$ cat config.mk
export PLATFORM = sky130hd
export DESIGN_NAME = ext_pipe
export DESIGN_NICKNAME = d
export VERILOG_FILES = /design/src/rtl/ext_pkg.sv /design/src/rtl/ext_skid_buf.sv /design/src/rtl/ext_pipe.sv
export SDC_FILE = /design/constraint.sdc
export NUM_CORES = 1
export LEC_CHECK = 0
export CORE_ASPECT_RATIO = 1.4
export CORE_UTILIZATION = 48
export DETAILED_ROUTE_END_ITERATION = 10
export PLACE_DENSITY = 0.85
export SETUP_SLACK_MARGIN = 0.5
export SYNTH_ARGS = -nofsm -noshare
export SYNTH_HDL_FRONTEND = slang
export SYNTH_HIERARCHICAL = 1
export SYNTH_SLANG_ARGS = --single-unit
$ cat constraint.sdc
create_clock -name clk -period 2.25 [get_ports clk]
set_clock_uncertainty 0.1 [all_clocks]
set_input_delay 0.45 -clock clk [delete_from_list [all_inputs] [get_ports clk]]
set_output_delay 0.45 -clock clk [all_outputs]
set_load 0.05 [all_outputs]
$ cat src/rtl/ext_pkg.sv
// Shared encodings for the immediate-extension pipeline: operand modes and skid-buffer states.
// The upper-load mode is only honoured when EXT_UPPER_EN is defined (see ext_pipe).
package ext_pkg;

    typedef logic [1:0] ext_mode_t;
    typedef logic [1:0] buf_state_t;

    localparam ext_mode_t EXT_ZERO  = 2'd0;
    localparam ext_mode_t EXT_SIGN  = 2'd1;
    localparam ext_mode_t EXT_UPPER = 2'd2;
    localparam ext_mode_t EXT_RSVD  = 2'd3;

    localparam buf_state_t ST_EMPTY = 2'd0;
    localparam buf_state_t ST_ONE   = 2'd1;
    localparam buf_state_t ST_TWO   = 2'd2;

endpackage

$ cat src/rtl/ext_skid_buf.sv
// Generic 2-entry valid/ready skid buffer: registered outputs always come from the main entry,
// the skid entry catches the one extra word accepted while the consumer stalls.
module ext_skid_buf
    import ext_pkg::*;
#(
    parameter int W = 33
) (
    input  logic         clk,
    input  logic         rst,
    input  logic         in_valid,
    output logic         in_ready,
    input  logic [W-1:0] in_data,
    output logic         out_valid,
    input  logic         out_ready,
    output logic [W-1:0] out_data
);

    buf_state_t     state_q, state_d;
    logic [W-1:0]   main_q, main_d;
    logic [W-1:0]   skid_q, skid_d;
    logic           push, pop;

    assign in_ready  = (state_q != ST_TWO);
    assign out_valid = (state_q != ST_EMPTY);
    assign out_data  = main_q;

    assign push = in_valid && in_ready;
    assign pop  = out_valid && out_ready;

    always_comb begin
        state_d = state_q;
        main_d  = main_q;
        skid_d  = skid_q;
        case (state_q)
            ST_EMPTY: begin
                if (push) begin
                    main_d  = in_data;
                    state_d = ST_ONE;
                end
            end
            ST_ONE: begin
                if (push && pop) begin
                    main_d = in_data;
                end else if (push) begin
                    skid_d  = in_data;
                    state_d = ST_TWO;
                end else if (pop) begin
                    state_d = ST_EMPTY;
                end
            end
            ST_TWO: begin
                // in_ready is low here, so only a pop can move the buffer
                if (pop) begin
                    main_d  = skid_q;
                    state_d = ST_ONE;
                end
            end
            default: begin
                state_d = ST_EMPTY;
            end
        endcase
    end

    always_ff @(posedge clk or posedge rst) begin
        if (rst) begin
            state_q <= ST_EMPTY;
            main_q  <= '0;
            skid_q  <= '0;
        end else begin
            state_q <= state_d;
            main_q  <= main_d;
            skid_q  <= skid_d;
        end
    end

endmodule

$ cat src/rtl/ext_pipe.sv
// Pipelined immediate extender (zero / sign / optional upper-load) behind a 2-entry skid buffer.
// Define EXT_UPPER_EN to enable upper-load; otherwise mode 2 behaves like the reserved mode.
module ext_pipe
    import ext_pkg::*;
#(
    parameter int IN_W  = 16,
    parameter int OUT_W = 32
) (
    input  logic             clk,
    input  logic             rst,
    input  logic             in_valid,
    output logic             in_ready,
    input  logic [IN_W-1:0]  in_data,
    input  logic [1:0]       in_mode,
    output logic             out_valid,
    input  logic             out_ready,
    output logic [OUT_W-1:0] out_data,
    output logic             out_err
);

    if (OUT_W <= IN_W) begin : g_bad_width
        $error("ext_pipe: OUT_W must be greater than IN_W");
    end

    // Result word is {err, data}; illegal modes yield zero data with err set
    function automatic logic [OUT_W:0] extend_operand(input logic [IN_W-1:0] d,
                                                      input ext_mode_t mode);
        logic [OUT_W:0] r;
        r = {1'b1, {OUT_W{1'b0}}};
        case (mode)
            EXT_ZERO:  r = {1'b0, {(OUT_W-IN_W){1'b0}}, d};
            EXT_SIGN:  r = {1'b0, {(OUT_W-IN_W){d[IN_W-1]}}, d};
`ifdef EXT_UPPER_EN
            EXT_UPPER: r = {1'b0, d, {(OUT_W-IN_W){1'b0}}};
`endif
            default:   r = {1'b1, {OUT_W{1'b0}}};
        endcase
        return r;
    endfunction

    logic [OUT_W:0] ext_word;
    logic [OUT_W:0] buf_word;

    always_comb begin
        ext_word = extend_operand(in_data, in_mode);
    end

    ext_skid_buf #(
        .W (OUT_W + 1)
    ) u_buf (
        .clk       (clk),
        .rst       (rst),
        .in_valid  (in_valid),
        .in_ready  (in_ready),
        .in_data   (ext_word),
        .out_valid (out_valid),
        .out_ready (out_ready),
        .out_data  (buf_word)
    );

    assign out_data = buf_word[OUT_W-1:0];
    assign out_err  = buf_word[OUT_W];

endmodule

==> impl_metrics.yaml <==
routing:
  vias: 1863
  wl_um: 5930
  wl_per_cell_um: 16.8
  drtAntennaViolNets: 0
  drt_first_pass_iters: 7
  first_iter_violations: 75
  drc: 6
  vias_per_cell: 5.29
clock_network:
  cts_buffers: 9
  cts_sinks: 68
  h-tree-depth: 3
  cts_tree: "yes"
  clk_latency_ns: 0.33
  cts_root_buf: "clkbuf_8"
  cts_buffer_depth: 2
  clkTransAtPathRegs_ns: 0.07
sta:
  fin_crit_sh_pct: 77.5
  period_minus_slack_ns: 1.74
  setup_viol: 0
  rsz0062_at_grt: "true"
  slew_headroom_pct: 66.1
  maxSlewViolCount: 0
  hold_ws_ns: 0.405
  worstMarginPinSlew_ns: 0.508
  finalHoldViolCount: 0
  max_freq_mhz: 573
  final.setup.tns_ns: 0
synth:
  syn_area_per_cell_um2: 15.2
  netlist.area_leader.share_pct: 54.0
  synth.top_cells.by_count: "mux2_2, dfrtp_1, nor2b_1"
  ys_seq_area_share_pct: 54.0
  ys_types: 22
  synth_most_common_cell: "mux2_2"
  yosys_warnings: 6
  ys_ff_latch: 68
  synth_edf_count: 0
  synth_area_leaders: "dfrtp_1, mux2_2, mux2_4"
  yosysTopAreaCell: "dfrtp_1"
  syn_inst: 208
  async_flop_share_pct: 100
  syn_nets: 230
  syn_area_um2: 3150
  synth_flop_cell: "dfrtp_1"
worst_setup_path:
  critical_path.max_fanout: 6
  cpLargestDelayFamily: "flip-flops"
  worstPathArrival_ns: 1.19
  critPathKind: "register to output pin"
  worstSetupEndpointType: "output pin"
  required_ns: 1.70
  crit_path_top_delay_cell: "dfrtp_2"
  start_kind: "register"
  worst_path_largest_cell_delay_ns: 0.47
  crit_path_cell_trace: "or2_4 > buf_8"
  worst-path-buf-inv: 1
flow_run:
  drv_cap: 0
outcome:
  violations: "design-rule violations"
  status: "finished, violations left"
layout:
  final_area_um2: 4080
  finish.net_count: 298
  final_util_pct: 64.7
  n_antenna_cell: 0
  post_route_cells_drive_above_1_share_pct: 60.4
  area_growth_syn_to_layout_pct: 29.2
  fill_cells: 478
power:
  netSwitchingPower_mw: 1.31
  clkPwrFrac_pct: 22.4
  sw_frac_of_total_pct: 34.0
  power.leakage_nw: 1.95
  power_density_nw_per_um2: 948
  ir_drop_v: 0.000537
  comb_power_share_pct: 35.0
  internal_power_mw: 2.55
  power_frac_seq_pct: 42.5
grt:
  antenna_found_initial: 0
  grt.total_usage_pct: 18.6
  grt_max_degree: 35
  globalRouteOverflowTotal: 0
  grt_pass1_vias: 1892
  grt_pass1_wl_um: 9800
placed_design:
  place_congestion: 0.721
  dpl-instance-area_um2: 3870
  port_buffers: 56
  detailed_place_hpwl_um: 3760
floorplan:
  io_pins: 57
  dieWidth_um: 70.5
  die_y_um: 97.9
  start_util_pct: 50.1
  row_count: 34
  dieArea_um2: 6900
  core_um2: 6300
min_path:
  hold_path.class: "register to register"
## through the flow
stage | std cells | worst slack (ns) | total power [mW]
after floorplan | 208 | 0.614 | 2.58
after global placement | 332 | 0.0892 | 2.99
after detailed placement | 332 | 0.0457 | 3.03
after CTS | 352 | 0.438 | 3.92
after global routing | 352 | 0.462 | 4.04
final | 352 | 0.506 | 3.86
## final timing paths
check | from | endpoint | slack [ns] | cells past startpoint
worst max-delay path | u_buf/state_q[1]$_DFFE_PP0P_ | out_valid | 0.51 | 2
worst min-delay path | u_buf/skid_q[17]$_DFFE_PP0P_ | u_buf/skid_q[17]$_DFFE_PP0P_ | 0.40 | 1
worst max register to register | u_buf/state_q[1]$_DFFE_PP0P_ | u_buf/out_data[6]$_DFFE_PP0P_ | 0.52 | 4
worst min register to register | u_buf/skid_q[17]$_DFFE_PP0P_ | u_buf/skid_q[17]$_DFFE_PP0P_ | 0.40 | 1
max in group asynchronous | rst | u_buf/state_q[0]$_DFFE_PP0P_ | 1.11 | 3
min in group asynchronous | rst | u_buf/skid_q[10]$_DFFE_PP0P_ | 0.41 | 2
## registers in the layout, summed over array words and instances (netlist names)
signal / count
u_buf/out_data: 33
u_buf/state_q: 2
u_buf/skid_q: 33
## repair_timing
action,CTS,global route
endpoints found under the setup margin,101,34
hold buffers,0,0
cloned,1,0
setup buffers,4,0
pin swaps,1,1
gates resized for setup,97,21
## cell usage in the layout, fill, tap and decap left out, drive strengths merged
cell and n:
and3b 1, and4bb 1, or2 1, o21bai 1, bufbuf 1, buf 15, a21oi 1, clkinv 2
nand3b 1, clkbuf 30, nand2b 1, clkdlybuf4s50 18, clkdlybuf4s15 16, dlygate4sd2 3, dfrtp 68, and2b 5
mux2 99, o22ai 1, nor3b 1, o21ai 1, nor2b 11, mux2i 1, clkinvlp 1
## cell families (layout without fill, tap and decap cells)
kind of cell / count (synthesis) / count (layout) / synth area share, %
AOI/OAI and AO/OA: 4 / 4 / 0.873
buffers and inverters: 14 / 86 / 3.73
DFF: 68 / 68 / 54.0
muxes: 100 / 100 / 36.5
and+or+nand+nor: 22 / 22 / 4.92
## power groups by stage
stage / clock (mW) / combinational, mW / sequential (mW)
after floorplan: 0 / 0.533 / 2.05
after global placement: 0 / 1.34 / 1.65
after detailed placement: 0 / 1.36 / 1.67
after CTS: 0.892 / 1.38 / 1.65
after global routing: 0.945 / 1.41 / 1.68
final: 0.867 / 1.35 / 1.64
## cell type report
cell class | instances | area, µm² | share of cell area [%]
clock inverters | 2 | 10.0 | 0.246
flip-flops and latches | 68 | 1700 | 41.8
repair buffers | 70 | 749 | 18.4
clock buffers | 13 | 159 | 3.90
multi-input cells | 126 | 1360 | 33.3
inverters | 1 | 7.51 | 0.184
well taps | 72 | 90.1 | 2.21
## routing by layer
metal,vias to the layer above,track usage (%),part of all wire (%),routed length (µm)
li1,870,-,-,-
met1,945,24.5,43,2560
met2,36,29.1,51,3050
met3,12,2.99,2.9,174
met4,0,10.8,2.3,138
met5,-,0,0,0
Note: power is estimated with default switching activity, not from simulation.
